==> config.mk <==
export PLATFORM = sky130hd
export DESIGN_NAME = adder_arbiter
export DESIGN_NICKNAME = d
export VERILOG_FILES = /design/src/rtl/adder_arb_pkg.sv /design/src/rtl/param_cla_adder.sv /design/src/rtl/adder_arbiter.sv
export SDC_FILE = /design/constraint.sdc
export NUM_CORES = 1
export LEC_CHECK = 0
export ABC_AREA = 1
export CAP_MARGIN = 0
export CORE_MARGIN = 8
export CORE_UTILIZATION = 65
export DETAILED_ROUTE_END_ITERATION = 16
export DONT_BUFFER_PORTS = 1
export PLACE_DENSITY_LB_ADDON = 0.08
export SLEW_MARGIN = 5
export SYNTH_ARGS = -nofsm -noshare
export SYNTH_HDL_FRONTEND = slang
export SYNTH_SLANG_ARGS = --single-unit
==> constraint.sdc <==
create_clock -name clk -period 4.9 [get_ports clk]
set_input_delay 0.49 -clock clk [delete_from_list [all_inputs] [get_ports clk]]
set_output_delay 0.49 -clock clk [all_outputs]
set_load 0.1 [all_outputs]
==> src/rtl/adder_arb_pkg.sv <==
`default_nettype none
// ============================================================================
//  Module      : adder_arb_pkg
//  Description : Shared definitions for the arbitrated adder block.
//                - Default operand width and requester count
//                - Output-register occupancy state encoding (EMPTY / FULL)
//  Revision    : 1.0 - initial release
// ============================================================================
package adder_arb_pkg;

    // Default operand / sum width in bits.
    localparam int c_DEF_WIDTH = 32;

    // Default number of requesters sharing the adder (legal range 2..8).
    localparam int c_DEF_NREQ = 3;

    // Occupancy of the single result register.
    typedef enum logic [0:0] {
        EMPTY = 1'b0,   // no result held, rsp_valid low
        FULL  = 1'b1    // a result is waiting for the consumer
    } rsp_state_t;

endpackage : adder_arb_pkg
`default_nettype wire

==> src/rtl/param_cla_adder.sv <==
`default_nettype none
// ============================================================================
//  Module      : param_cla_adder
//  Description : Parameterised carry-lookahead adder, purely combinational.
//                Operands are split into 4-bit groups. Each group produces a
//                group generate/propagate pair; group carries are resolved
//                from those, and the carries inside each group are expanded
//                from the group carry-in.
//  Ports       : i_a, i_b  [WIDTH-1:0]  operands
//                i_cin                  carry-in
//                o_sum     [WIDTH-1:0]  (i_a + i_b + i_cin) mod 2^WIDTH
//                o_cout                 carry out of bit WIDTH-1
//  Revision    : 1.0 - initial release
// ============================================================================
module param_cla_adder #(
    parameter int WIDTH = 32
) (
    input  logic [WIDTH-1:0] i_a,
    input  logic [WIDTH-1:0] i_b,
    input  logic             i_cin,
    output logic [WIDTH-1:0] o_sum,
    output logic             o_cout
);

    // Operands are zero-padded up to a whole number of 4-bit groups.
    localparam int c_NBLK = (WIDTH + 3) / 4;
    localparam int c_PW   = c_NBLK * 4;

    logic [c_PW-1:0]   w_pa;
    logic [c_PW-1:0]   w_pb;
    logic [c_PW-1:0]   w_g;      // bit generate
    logic [c_PW-1:0]   w_p;      // bit propagate
    logic [c_PW-1:0]   w_c;      // carry into each bit
    logic [c_PW-1:0]   w_s;
    logic [c_NBLK-1:0] w_bg;     // group generate
    logic [c_NBLK-1:0] w_bp;     // group propagate
    logic [c_NBLK:0]   w_bc;     // carry into each group (plus final carry)

    always_comb begin
        w_pa              = '0;
        w_pb              = '0;
        w_pa[WIDTH-1:0]   = i_a;
        w_pb[WIDTH-1:0]   = i_b;
    end

    assign w_g = w_pa & w_pb;
    assign w_p = w_pa ^ w_pb;

    // Per-group lookahead: group G/P and the three internal carries.
    generate
        for (genvar k = 0; k < c_NBLK; k++) begin : g_grp
            localparam int c_B = 4 * k;

            assign w_bg[k] = w_g[c_B+3]
                           | (w_p[c_B+3] & w_g[c_B+2])
                           | (w_p[c_B+3] & w_p[c_B+2] & w_g[c_B+1])
                           | (w_p[c_B+3] & w_p[c_B+2] & w_p[c_B+1] & w_g[c_B]);
            assign w_bp[k] = &w_p[c_B +: 4];

            assign w_c[c_B]   = w_bc[k];
            assign w_c[c_B+1] = w_g[c_B]
                              | (w_p[c_B] & w_bc[k]);
            assign w_c[c_B+2] = w_g[c_B+1]
                              | (w_p[c_B+1] & w_g[c_B])
                              | (w_p[c_B+1] & w_p[c_B] & w_bc[k]);
            assign w_c[c_B+3] = w_g[c_B+2]
                              | (w_p[c_B+2] & w_g[c_B+1])
                              | (w_p[c_B+2] & w_p[c_B+1] & w_g[c_B])
                              | (w_p[c_B+2] & w_p[c_B+1] & w_p[c_B] & w_bc[k]);
        end
    endgenerate

    // Group-level carry resolution from the group G/P pairs.
    always_comb begin
        w_bc[0] = i_cin;
        for (int k = 0; k < c_NBLK; k++) begin
            w_bc[k+1] = w_bg[k] | (w_bp[k] & w_bc[k]);
        end
    end

    assign w_s   = w_p ^ w_c;
    assign o_sum = w_s[WIDTH-1:0];

    // With no padding the carry out is the last group carry; otherwise it is
    // the carry into the first padding bit.
    generate
        if (WIDTH == c_PW) begin : g_cout_full
            assign o_cout = w_bc[c_NBLK];
        end else begin : g_cout_pad
            assign o_cout = w_c[WIDTH];
        end
    endgenerate

endmodule : param_cla_adder
`default_nettype wire

==> src/rtl/adder_arbiter.sv <==
`default_nettype none
// ============================================================================
//  Module      : adder_arbiter
//  Description : One shared adder serving NREQ requesters. A round-robin
//                arbiter picks one requester per cycle; its operands are
//                muxed into the adder and the result is captured in a single
//                output register with valid/ready handshake. A pop and a new
//                accept in the same cycle keep the register full, giving one
//                operation per cycle with one cycle of latency.
//  Ports       : clk            clock, rising edge
//                rst_n          asynchronous active-low reset
//                i_req_valid    [NREQ]          per-requester request
//                i_req_a/_b     [NREQ][WIDTH]   per-requester operands
//                i_req_cin      [NREQ]          per-requester carry-in
//                o_req_ready    [NREQ]          one-hot accept (or zero)
//                o_rsp_valid                    result register full
//                o_rsp_id       [IDW]           owner of the result
//                o_rsp_sum      [WIDTH]         registered sum
//                o_rsp_cout                     registered carry-out
//                i_rsp_ready                    consumer takes the result
//  Revision    : 1.0 - initial release
// ============================================================================
module adder_arbiter
    import adder_arb_pkg::*;
#(
    parameter int WIDTH = c_DEF_WIDTH,
    parameter int NREQ  = c_DEF_NREQ,
    parameter int IDW   = $clog2(NREQ)
) (
    input  logic                       clk,
    input  logic                       rst_n,
    input  logic [NREQ-1:0]            i_req_valid,
    input  logic [NREQ-1:0][WIDTH-1:0] i_req_a,
    input  logic [NREQ-1:0][WIDTH-1:0] i_req_b,
    input  logic [NREQ-1:0]            i_req_cin,
    output logic [NREQ-1:0]            o_req_ready,
    output logic                       o_rsp_valid,
    output logic [IDW-1:0]             o_rsp_id,
    output logic [WIDTH-1:0]           o_rsp_sum,
    output logic                       o_rsp_cout,
    input  logic                       i_rsp_ready
);

    // ------------------------------------------------------------------------
    // Declarations
    // ------------------------------------------------------------------------
    rsp_state_t        r_state;
    rsp_state_t        w_state_nxt;

    logic [IDW-1:0]    r_ptr;        // round-robin search start
    logic [IDW-1:0]    r_id;
    logic [WIDTH-1:0]  r_sum;
    logic              r_cout;

    logic [IDW-1:0]    w_gnt_idx;    // winning requester (meaningful if any valid)
    logic [IDW-1:0]    w_ptr_nxt;
    logic              w_can_accept;
    logic              w_accept;

    logic [WIDTH-1:0]  w_mux_a;
    logic [WIDTH-1:0]  w_mux_b;
    logic              w_mux_cin;
    logic [WIDTH-1:0]  w_add_sum;
    logic              w_add_cout;

    // ------------------------------------------------------------------------
    // Round-robin pick: first asserted valid at or after the pointer,
    // wrapping from NREQ-1 back to 0. Returns 0 when nothing is valid; the
    // caller qualifies the result with |valid.
    // ------------------------------------------------------------------------
    function automatic logic [IDW-1:0] f_rr_pick(
        input logic [NREQ-1:0] valid,
        input logic [IDW-1:0]  ptr
    );
        logic [IDW-1:0] pick;
        logic           found;
        int             idx;
        pick  = '0;
        found = 1'b0;
        for (int k = 0; k < NREQ; k++) begin
            idx = int'(ptr) + k;
            if (idx >= NREQ) begin
                idx = idx - NREQ;
            end
            if (!found && valid[idx]) begin
                found = 1'b1;
                pick  = IDW'(idx);
            end
        end
        return pick;
    endfunction

    assign w_gnt_idx = f_rr_pick(i_req_valid, r_ptr);

    // Pointer moves to the requester just after the winner so it has the
    // lowest priority next time.
    assign w_ptr_nxt = (w_gnt_idx == IDW'(NREQ - 1)) ? '0 : (w_gnt_idx + IDW'(1));

    // ------------------------------------------------------------------------
    // Operand mux and the single shared adder. Operands only reach registers,
    // never an output port directly.
    // ------------------------------------------------------------------------
    assign w_mux_a   = i_req_a[w_gnt_idx];
    assign w_mux_b   = i_req_b[w_gnt_idx];
    assign w_mux_cin = i_req_cin[w_gnt_idx];

    param_cla_adder #(
        .WIDTH (WIDTH)
    ) u_adder (
        .i_a    (w_mux_a),
        .i_b    (w_mux_b),
        .i_cin  (w_mux_cin),
        .o_sum  (w_add_sum),
        .o_cout (w_add_cout)
    );

    // ------------------------------------------------------------------------
    // Output-register FSM: next state and request handshake
    // ------------------------------------------------------------------------
    always_comb begin
        w_state_nxt  = r_state;
        w_can_accept = 1'b0;
        w_accept     = 1'b0;
        o_req_ready  = '0;

        // A new result may be written when the register is empty or is being
        // drained in this same cycle.
        w_can_accept = (r_state == EMPTY) || i_rsp_ready;
        w_accept     = w_can_accept && (|i_req_valid);

        if (w_accept) begin
            o_req_ready = NREQ'(1) << w_gnt_idx;
            w_state_nxt = FULL;
        end else begin
            case (r_state)
                FULL:    if (i_rsp_ready) w_state_nxt = EMPTY;
                default: w_state_nxt = r_state;
            endcase
        end
    end

    always_ff @(posedge clk or negedge rst_n) begin
        if (!rst_n) begin
            r_state <= EMPTY;
        end else begin
            r_state <= w_state_nxt;
        end
    end

    // ------------------------------------------------------------------------
    // Result register and arbitration pointer. Both only change on an
    // accepted request; a plain pop leaves the last result visible.
    // ------------------------------------------------------------------------
    always_ff @(posedge clk or negedge rst_n) begin
        if (!rst_n) begin
            r_sum  <= '0;
            r_cout <= 1'b0;
            r_id   <= '0;
            r_ptr  <= '0;
        end else if (w_accept) begin
            r_sum  <= w_add_sum;
            r_cout <= w_add_cout;
            r_id   <= w_gnt_idx;
            r_ptr  <= w_ptr_nxt;
        end
    end

    assign o_rsp_valid = (r_state == FULL);
    assign o_rsp_id    = r_id;
    assign o_rsp_sum   = r_sum;
    assign o_rsp_cout  = r_cout;

endmodule : adder_arbiter
`default_nettype wire

==> results of run 1 <==
-- cells in the final DEF (no fill, tap or decap), types with 14 or more instances in the layout --
cell type | synthesis | routed
sky130_fd_sc_hd__o21ai_0 | 33 | 33
sky130_fd_sc_hd__a21oi_1 | 56 | 56
sky130_fd_sc_hd__ha_1 | 36 | 34
sky130_fd_sc_hd__nor2_1 | 54 | 51
sky130_fd_sc_hd__o22ai_1 | 28 | 27
sky130_fd_sc_hd__dfrtp_1 | 38 | 38
sky130_fd_sc_hd__inv_1 | 73 | 72
sky130_fd_sc_hd__xor2_1 | 14 | 14
sky130_fd_sc_hd__nand3_1 | 29 | 29
sky130_fd_sc_hd__a22oi_1 | 16 | 16
sky130_fd_sc_hd__nand2_1 | 146 | 146
-- critical path, delay by kind of cell, from the launching register on --
kind	cells	cell delay, ps
flops	1	440
simple gates	22	1810
xor+xnor	1	140
fa+ha+maj	3	1070
buf+inv	5	620
compound gates	2	320
-- layer usage --
| layer | vias to the layer above | share of wire | routed length, µm |
|---|---|---|---|
| li1 | 2072 | - | - |
| met1 | 1916 | 0.42 | 5758 |
| met2 | 242 | 0.47 | 6467 |
| met3 | 27 | 0.095 | 1323 |
| met4 | 0 | 0.023 | 323 |
| met5 | - | 0 | 0 |
-- state kept, by name, summed over array words and instances, names as in the netlist --
register     cells
o_rsp_cout       1
o_rsp_id         2
o_rsp_sum       32
o_rsp_valid      1
r_ptr            2
-- path summary, 6_finish.rpt --
path | depth (start not counted) | slack (ps) | to
min in group clk | 2 | 320 | o_rsp_valid
max reg2reg | 33 | 380 | o_rsp_sum[29]
min | 1 | 30 | o_rsp_sum[30]
max | 33 | 380 | o_rsp_sum[29]
max in group asynchronous | 1 | 4690 | o_rsp_sum[6]
min reg2reg | 2 | 690 | r_ptr[1]
-- repair_timing --
action,CTS,global route
endpoints found under the hold margin,38,0
gates resized for setup,0,14
hold buffers,1,0
endpoints found under the setup margin,0,5
setup buffers,0,1
-- layout make-up --
cell class | instances | area (µm²) | share of cell area
Clock buffer | 5 | 68.82 | 0.01540
Tap cell | 77 | 96.34 | 0.02156
Timing Repair Buffer | 16 | 152.6 | 0.03416
Inverter | 79 | 296.5 | 0.06637
Sequential cell | 38 | 950.9 | 0.2128
Multi-Input combinational cell | 473 | 2834 | 0.6343
Clock inverter | 3 | 68.82 | 0.01540
-- cell families (layout without fill, tap and decap cells) --
family,count (synthesis),in the layout,synth area share
xor+xnor,16,16,0.03383
simple gates,249,249,0.2507
fa+ha+maj,44,44,0.1474
compound gates,164,164,0.2386
buf+inv,109,103,0.09997
flops,38,38,0.2295
-- through the flow --
| stage | cell area, µm² | setup slack (ps) | hold slack [ps] | TNS (ps) | util |
|---|---|---|---|---|---|
| after floorplan | 4143 | 385.7 | 194.4 | 0 | - |
| after global placement | 4239 | 369.3 | 195.4 | 0 | 0.6792 |
| after detailed placement | 4239 | 209.7 | 195.5 | 0 | 0.6792 |
| after CTS | 4397 | 161.3 | 30.89 | 0 | 0.7045 |
| after global routing | 4468 | -0.5134 | 30.27 | -0.5134 | 0.7159 |
| final | 4468 | 375.5 | 26.78 | 0 | 0.7159 |
==> flow_results.org, run 1 <==
** Status
- The run finished with clean final reports.

** Global route
- Busiest layer in global routing :: met2
- Global routing met2 resource utilization :: 0.4669
- For met3 alone, demand over resource in global routing was 0.06318.
- Across every metal layer, demand over resource in global routing totals 0.2869.
- Wire length of the first global-routing pass :: 20.75 mm
- Aggregate global routing overflow :: 0
- Initial antenna violation count :: 0
- The number of global-route vias before repair came to roughly 4,300.
- Entering global routing, the biggest net connects 58 pins.
- GR Layer Usage met1 :: 0.3680

** Timing
- The number of max-slew violations in the final report was 0.
- Part of the cycle the worst path needs :: 0.9234
- Final Hold Vio Count :: 0
- Final setup violation count :: 0
- Headroom to the max-slew limit came out at 0.3476.
- For the finished layout, the period the worst path requires is 4525 ps.
- For the pin with the worst max-slew slack, the measured transition is 978.6 ps.
- Across the routed clock network, the largest skew measured is 8.391 ps.
- Maximum achievable frequency :: 221.0 MHz

** Die
- Overall die area :: 9184 µm²
- Vertical die dimension :: 95.84 µm
- In this run the count of I/O pins placed on the die edge is 240.
- Standard cell core area :: 6241 µm²
- Die extent in x :: 95.84 µm
- Standard-cell row count :: 29
- For this configuration, the core starts out at a cell density of 0.6638.

** Synth
- Share of Yosys cell area claimed by the top area cell type :: 0.2295
- Counting distinct cell types in the post-synthesis netlist gives 33.
- Among all flip-flop cells after synthesis, the most frequent one is sky130_fd_sc_hd__dfrtp_1.
- In the synthesized netlist, the number of instances is 620.
- Number of warnings reported in the yosys synthesis log :: 0
- Top cells by count, synth :: sky130_fd_sc_hd__nand2_1 (146), sky130_fd_sc_hd__inv_1 (73), sky130_fd_sc_hd__a21oi_1 (56), sky130_fd_sc_hd__nor2_1 (54), sky130_fd_sc_hd__dfrtp_1 (38)
- Ranking of synthesized cells by area :: sky130_fd_sc_hd__dfrtp_1 (23%), sky130_fd_sc_hd__nand2_1 (13%), sky130_fd_sc_hd__ha_1 (11%)
- The synthesized design contains 38 register bits.
- The synthesized design contains 0 enable-type register cells.
- Leading cell type by number of instances after synthesis :: sky130_fd_sc_hd__nand2_1
- Dividing the synthesized area by the synthesized cell count gives 6.682 µm².
- Cell accounting for the most synthesized area :: sky130_fd_sc_hd__dfrtp_1
- Number of nets in the synthesized netlist :: 865
- Share of flip-flops with an asynchronous set or reset :: 1.000
- Sequential element share of the synthesized area :: 0.2295
- The synthesized netlist occupies a cell area of 4143 µm².

** CTS
- Clock buffers created by TritonCTS :: 5
- Clk sink count :: 38
- Clock latency on the worst-skew pair :: 300 ps
- Clock transition at the register clock pins on the worst setup and hold paths after CTS :: 90 ps
- Maximum buffer depth of the clock tree :: 2
- Htree depth :: 2
- Clock root cell :: sky130_fd_sc_hd__clkbuf_8
- Clock tree from TritonCTS :: built

** Placed design
- Routability-driven placement finished with a final weighted congestion of 1.025.
- Placed wire-length estimate after detailed placement :: 11.30 mm
- During placement, the flow inserted port buffers numbering 0.
- In this run, placement finished with an instance count of slightly below 700.

** Worst setup path
- In this design, the critical path's most frequently occurring cell is sky130_fd_sc_hd__nand2_1.
- The startpoint identified for the worst register-to-register timing path is r_ptr[1].
- Largest stage delay on the critical path :: 440 ps
- Capturing element type of the critical path :: flop
- For the worst setup path, the data required time is 5110 ps.
- At the worst endpoint, the arrival time is roughly 4700 ps.
- Startpoint of the most critical setup path :: r_ptr[1]
- In this run the worst path has a maximum fanout of 22.
- Startpoint-to-endpoint class of the critical path :: flop to flop
- STA classifies the critical path startpoint as a flop.
- Highest-delay cell along the critical path :: sky130_fd_sc_hd__dfrtp_1

** Route
- After detailed routing, the average wire length per cell comes to 20.08 µm.
- Router iterations before antenna repair :: 5
- DRC marker count from the first detailed-route iteration :: 272
- For this run, design rule violations remaining after detail routing come to 0.
- Detail Route Antenna Nets :: 0
- Vias after detailed routing :: 4,257
- Post-Route WL :: 13.87 mm
- After detailed routing, the number of vias per cell comes to around 6.2.

** Cells and area
- Excluding fillers, the count of instances in the completed layout stands at 691.
- Of the cells placed in the final design, the portion with a size suffix greater than 1 is 0.08795.
- Relative to the synthesized area, the layout overhead comes to 7.853%.
- The net count of the finished layout is 858.
- Fill cells in the final layout number 544.
- Number of antenna cells inserted :: 0

** Min path
- Type of the tightest min-delay check :: input pin to asynchronous set/reset pin

** Flow run
- Max-Cap Viols :: 0
Power of run 1 is not shown: default switching activity piles up to over one toggle a cycle in this logic, so the estimate is an artifact.
==> run 2: changes to the inputs <==
CORE_UTILIZATION = 40   (was 65)
==> flow_results.org, run 2 (same netlist as run 1, synthesis figures left out) <==
** Status
- Run status :: finished clean

** Timing
- Final Hold Vio Count :: 0 (unchanged)
- The timing-limited maximum frequency was 224.9 MHz (+1.8%).
- The number of max-slew violations in the final report was 0 (unchanged).
- The final cycle utilization of the critical path was 0.9073 (-0.01612).
- The final total negative setup slack is 0 ps (unchanged).
- The total setup violations reported at the end of the flow was 0 (unchanged).
- Slew @ Worst Pin :: 961.5 ps (-17.14 ps)
- The normalized max-slew margin came to 0.3590 (+0.01143).
- Final critical delay including setup and external delays :: 4446 ps (-78.99 ps)
- The worst clock skew on the final layout is 2.430 ps (-5.961 ps).

** Worst setup path
- Highest-delay cell along the critical path :: sky130_fd_sc_hd__dfrtp_2
- Startpoint-to-endpoint class of the critical path :: flop to flop
- The minimum setup slack among reg-to-reg paths was 450 ps (+80 ps).
- The highest cell delay on the worst timing path is 430 ps (about the same).
- The worst register-to-register path begins at r_ptr[0].
- Counting stages on the worst path, the most repeated cell is sky130_fd_sc_hd__nand2_1.
- Required @ worst endpoint :: 5110 ps (about the same)
- The worst setup path is captured at a flop.
- Number of cells on the worst reg-to-reg path :: 31 (-6.1%)
- Crit start category :: flop
- Critical Path Fanout Max :: 26 (+18%)
- The worst register-to-register path ends at o_rsp_sum[29].
- The data arrival time at the worst-slack endpoint was 4660 ps (-70 ps).

** Flow run
- The number of max-cap violations is 0 (unchanged).

** Cells and area
- Final nets :: 865 (+0.82%)
- Commonest non-fill, non-tap cell in the layout :: sky130_fd_sc_hd__nand2_1
- The flip-flop count of the largest register, all copies and words added came to 32 (unchanged).
- Commonest cells after routing, fill and taps aside :: sky130_fd_sc_hd__nand2_1 (146), sky130_fd_sc_hd__inv_1 (71), sky130_fd_sc_hd__a21oi_1 (55)
- The number of fillers in the final layout came to 1,099 (+100%).
- Fraction of layout cells with a size suffix above 1 :: 0.1031 (+0.01511)
- The number of antenna repair diodes is 0 (unchanged).
- Layout overhead on the synthesized area :: 10.96%

** Route
- The final routed DRC violation total came to 0 (unchanged).
- Router iterations before antenna repair :: 5 (unchanged)
- Vias after detailed routing :: 4,194 (-1.5%)
- Drt wl/cell :: 18.98 µm (-5.5%)
- DRC marker count from the first detailed-route iteration :: 269 (-1.1%)
- The count of nets left with antenna violations after detail routing was 0 (unchanged).
- The total wire length came to 14.37 mm (+3.6%).
- The average via count per standard cell was 5.540 (-10%).

** Global route
- All-Layer GR Usage :: 0.1957 (-0.09122)
- Busiest layer in global routing :: met2
- The met2 track demand over resource is 0.3398 (-0.1271).
- Pin count of the biggest net entering global routing :: 57 (-1.7%)
- The met3 demand-to-capacity share in global routing was 0.05036 (-0.01282).
- The number of global-route vias before repair is 4,333 (+1.5%).
- Aggregate global routing overflow :: 0 (unchanged)
- The met1 capacity usage during global routing came to 0.2353 (-0.1326).
- The number of antenna violations at the first check in global routing was 0 (unchanged).
- The global-route wire length before repair was 22.39 mm (+7.9%).

** Die
- The number of placed I/O pins was 240 (unchanged).
- Standard-cell row count :: 37 (+28%)
- The starting density of the core was 0.4068 (-0.2570).
- Die extent in x :: 117.8 µm (+23%)
- Vertical die dimension :: 117.8 µm (+23%)
- Standard cell core area :: 10,180 µm² (+63%)
- Overall die area :: 13,870 µm² (+51%)

** CTS
- The number of buffers created by CTS was 5 (unchanged).
- The number of H-tree levels came to 2 (unchanged).
- The clock sink count was 38 (unchanged).
- The maximum clock path buffer count is 2 (unchanged).
- Clock tree from TritonCTS :: built
- The CTS clock-pin slew for the worst setup and hold paths came to 80 ps (about the same).
- Clock root cell :: sky130_fd_sc_hd__clkbuf_8
- The latest clock arrival within the worst-skew pair was 290 ps (about the same).

** Placed design
- The detailed placement HPWL was 11.55 mm (+2.2%).
- The number of I/O port buffers came to 0 (unchanged).
- Routability congestion estimate :: 0.8513 (-17%)

** Min path
- The tightest min-delay check is of the input pin to asynchronous set/reset pin type.
==> run 2: cell count changes in the layout (fill, tap and decap cells not counted), moves of 2 or more <==
cell / delta
sky130_fd_sc_hd__buf_4: +5
sky130_fd_sc_hd__clkbuf_8: +3
sky130_fd_sc_hd__a221oi_2: -2
sky130_fd_sc_hd__buf_12: -2
sky130_fd_sc_hd__bufinv_16: -2
==> run 2: worst max-delay path: cells and delay by family (launching register included) <==
kind	cells	cell delay (ps)
AOI/OAI and AO/OA	8	1130
buffers and inverters	3	510
adders and majority gates	3	850
DFF	1	430
and+or+nand+nor	16	1250
xor gates and xnor gates	1	150
==> run 2: area by class of cell <==
| cell class | count | area [µm²] | area share |
|---|---|---|---|
| sequential | 38 | 952.2 | 0.2071 |
| clock buffer | 8 | 110.1 | 0.02395 |
| inverter | 79 | 309.0 | 0.06723 |
| timing repair inverter | 1 | 6.256 | 0.001361 |
| tap | 136 | 170.2 | 0.03702 |
| multi-input combinational | 473 | 2845 | 0.6189 |
| timing repair buffer | 22 | 203.9 | 0.04437 |
==> run 2: repair_timing <==
action	in CTS	in global routing
gates resized for setup	0	24
endpoints found under the setup margin	0	5
hold buffers	1	0
setup buffers	0	5
endpoints found under the hold margin	38	0
==> run 2: worst max-delay path by stage <==
stage | end | cells after the start | slack, ps | start
after floorplan | o_rsp_sum[29] | 36 | 390 | r_ptr[0]
after global placement | o_rsp_sum[29] | 35 | 390 | r_ptr[0]
after global routing | o_rsp_sum[29] | 35 | -5 | r_ptr[1]
after CTS | o_rsp_sum[29] | 35 | 120 | r_ptr[0]
final | o_rsp_sum[29] | 31 | 450 | r_ptr[0]
after detailed placement | o_rsp_sum[29] | 35 | 160 | r_ptr[0]
==> run 2: per-layer routing <==
layer  share of wire  up-vias
li1                -     2081
met1            0.42     1919
met2            0.49      177
met3           0.072       17
met4           0.015        0
met5               0        -
==> run 2: metrics by stage <==
step	worst slack [ps]	std cells	util	cell area (µm²)	hold slack, ps
after global routing	-5.349	757	0.4514	4597	28.31
after global placement	388.7	742	0.4253	4332	195.9
after detailed placement	159.1	742	0.4253	4332	196.1
after floorplan	385.7	620	-	4143	194.4
final	454.5	757	0.4514	4597	28.18
after CTS	119.9	751	0.4388	4469	29.00
Power of run 2 is left out for the same reason.
==> run 3: changes to the inputs <==
CORE_UTILIZATION = 31   (was 40)
==> flow_results.org, run 3 (same netlist as run 1, synthesis figures left out) <==
** CTS
- The latest clock arrival within the worst-skew pair is 290 ps (about the same).
- TritonCTS built the clock tree.
- The number of buffers created by CTS was 5 (unchanged).
- Htree depth :: 2 (unchanged)
- Maximum buffer depth of the clock tree :: 2 (unchanged)
- The root buffer cell chosen for the clock tree is sky130_fd_sc_hd__clkbuf_16.
- The clock sink count was 38 (unchanged).
- The CTS clock-pin slew for the worst setup and hold paths is 60 ps (-20 ps).

** Route
- Detail Route Antenna Nets :: 0 (unchanged)
- DRC violation count after routing :: 0 (unchanged)
- The routed via count is 4,243 (+1.2%).
- The iteration-0 DRC count of the detailed router came to 204 (-24%).
- The total wire length came to 15.33 mm (+6.7%).
- The wire length per cell after detailed routing is 19.31 µm (+1.7%).
- The average via count per standard cell came to 5.344 (-3.5%).
- Router iterations before antenna repair :: 4 (-1)

** Placed design
- Minimum setup slack after placement :: 277.4 ps (+118.3 ps)
- The detailed placement HPWL is 12.16 mm (+5.3%).
- The number of I/O port buffers came to 0 (unchanged).
- Routability congestion estimate :: 0.8102 (-4.8%)

** Status
- Run status :: finished clean

** Worst setup path
- Data arrival time of the critical path :: 4670 ps (about the same)
- Most frequent cell on the critical path :: sky130_fd_sc_hd__nand2_1
- The depth of the worst register-to-register path came to 35 (+13%).
- On the critical path, the stage with the largest delay is an instance of sky130_fd_sc_hd__dfrtp_2.
- STA classifies the critical path endpoint as a flop.
- The critical path is of the flop to flop type.
- Crit start category :: flop
- The largest driver fanout on the critical path was 10 (-62%).
- The data required time at the worst endpoint was 5110 ps (about the same).
- The highest cell delay on the worst timing path was 450 ps (+20 ps).

** Die
- Die extent in x :: 131.6 µm (+12%)
- Standard cell core area :: 13,140 µm² (+29%)
- The area enclosed by the die boundary is 17,320 µm² (+25%).
- The number of placed I/O pins was 240 (unchanged).
- Vertical die dimension :: 131.6 µm (+12%)
- Standard-cell row count :: 42 (+14%)
- The starting density of the core is 0.3153 (-0.09142).

** Cells and area
- The library cell used most frequently in the layout, excluding fill and tap cells, is sky130_fd_sc_hd__nand2_1.
- Commonest cells after routing, fill and taps aside :: sky130_fd_sc_hd__nand2_1 (146), sky130_fd_sc_hd__inv_1 (70), sky130_fd_sc_hd__a21oi_1 (55)
- Final nets :: 862 (-0.35%)
- Number of flip-flops under the largest register name :: 32 (unchanged)
- The combined area of the multi-input logic cells came to 2833 µm² (-0.44%).
- The number of antenna repair diodes came to 0 (unchanged).
- From synthesis to final layout, the design area changed by 13.17%.
- Fraction of layout cells with a size suffix above 1 :: 0.1003 (-0.002736)
- Count of filler cells inserted in the layout :: 1,461 (+33%)
- Area used by sequential logic in the layout :: 952.2 µm² (unchanged)

** Min path
- Type of the tightest min-delay check :: input pin to asynchronous set/reset pin

** Timing
- Number of pins exceeding their max-slew limit in the final report :: 0 (unchanged)
- The normalized max-slew margin came to 0.3421 (-0.01694).
- Final Hold Vio Count :: 0 (unchanged)
- The worst clock skew on the final layout is 5.371 ps (+2.941 ps).
- Maximum achievable frequency :: 224.2 MHz (-0.35%)
- The final critical delay including setup and external delays is 4461 ps (+15.70 ps).
- Slew @ Worst Pin :: 986.9 ps (+25.40 ps)
- The setup slack after layout came to 438.8 ps (-15.70 ps).
- Final setup violation count :: 0 (unchanged)
- The final cycle utilization of the critical path is 0.9105 (+0.003204).

** Global route
- The global-route wire length before repair was 23.76 mm (+6.1%).
- The maximum number of pins on one net before global-route repair is 39 (-32%).
- All-Layer GR Usage :: 0.1688 (-0.02682)
- The number of antenna violations at the first check in global routing came to 0 (unchanged).
- Number of global-route vias before repair :: 4,462 (+3.0%)
- The global-route congestion overflow total came to 0 (unchanged).

** Flow run
- Max-Cap Viols :: 0 (unchanged)
[run 3: cell count changes in the layout (fill, tap and decap cells not counted), moves of 2 or more]
cell,delta
sky130_fd_sc_hd__clkbuf_16,+5
sky130_fd_sc_hd__inv_2,+2
sky130_fd_sc_hd__buf_4,-2
sky130_fd_sc_hd__clkbuf_8,-7
sky130_fd_sc_hd__bufinv_16,+2
[run 3: critical path: cells and delay by family (launching register included)]
kind	cells	cell delay, ps
and+or+nand+nor	22	1950
adders and majority gates	3	950
buffers and inverters	6	510
DFF	1	450
AOI/OAI and AO/OA	3	370
xor gates and xnor gates	1	150
[run 3: layout make-up]
class / count / area share
sequential: 38 / 0.2031
clock buffer: 6 / 0.02962
multi-input combinational: 473 / 0.6042
timing repair buffer: 20 / 0.03950
clock inverter: 2 / 0.01281
inverter: 79 / 0.06378
tap: 176 / 0.04697
[run 3: per-stage QoR]
stage / cell area [µm²] / util / hold slack (ps) / setup TNS [ps] / cells
2_1_floorplan: 4143 / - / 194.4 / 0 / 620
3_3_place_gp: 4389 / 0.3341 / 196.4 / 0 / 783
3_5_place_dp: 4389 / 0.3341 / 195.9 / 0 / 783
4_1_cts: 4616 / 0.3513 / 45.20 / 0 / 792
5_1_grt: 4688 / 0.3569 / 50.20 / -16.36 / 794
6_report: 4688 / 0.3569 / 43.27 / 0 / 794
[run 3: final timing paths]
check | startpoint | end | slack, ps
setup / recovery | r_ptr[0] | o_rsp_sum[29] | 440
hold / removal | rst_n | o_rsp_sum[17] | 40
setup reg to reg | r_ptr[0] | o_rsp_sum[29] | 440
hold reg to reg | r_ptr[0] | r_ptr[0] | 610
max in group asynchronous | rst_n | r_ptr[0] | 4650
min in group clk | i_req_valid[1] | o_rsp_valid | 330
[run 3: routing by layer]
layer  share of wire  wire [µm]  vias to the layer above  track usage
met5               0          0                        -            0
met4           0.011        161                        0      0.03574
met3           0.080       1231                       11      0.05221
met2            0.48       7383                      182       0.2915
met1            0.43       6556                     1961       0.2013
li1                -          -                     2089            -
[run 3: repair_timing]
| item | CTS | global route |
|---|---|---|
| hold buffers | 1 | 0 |
| buffers inserted | 0 | 2 |
| endpoints found under the hold margin | 38 | 0 |
| setup endpoints to repair | 0 | 4 |
| gates resized for setup | 0 | 16 |
Power of run 3 is left out for the same reason.
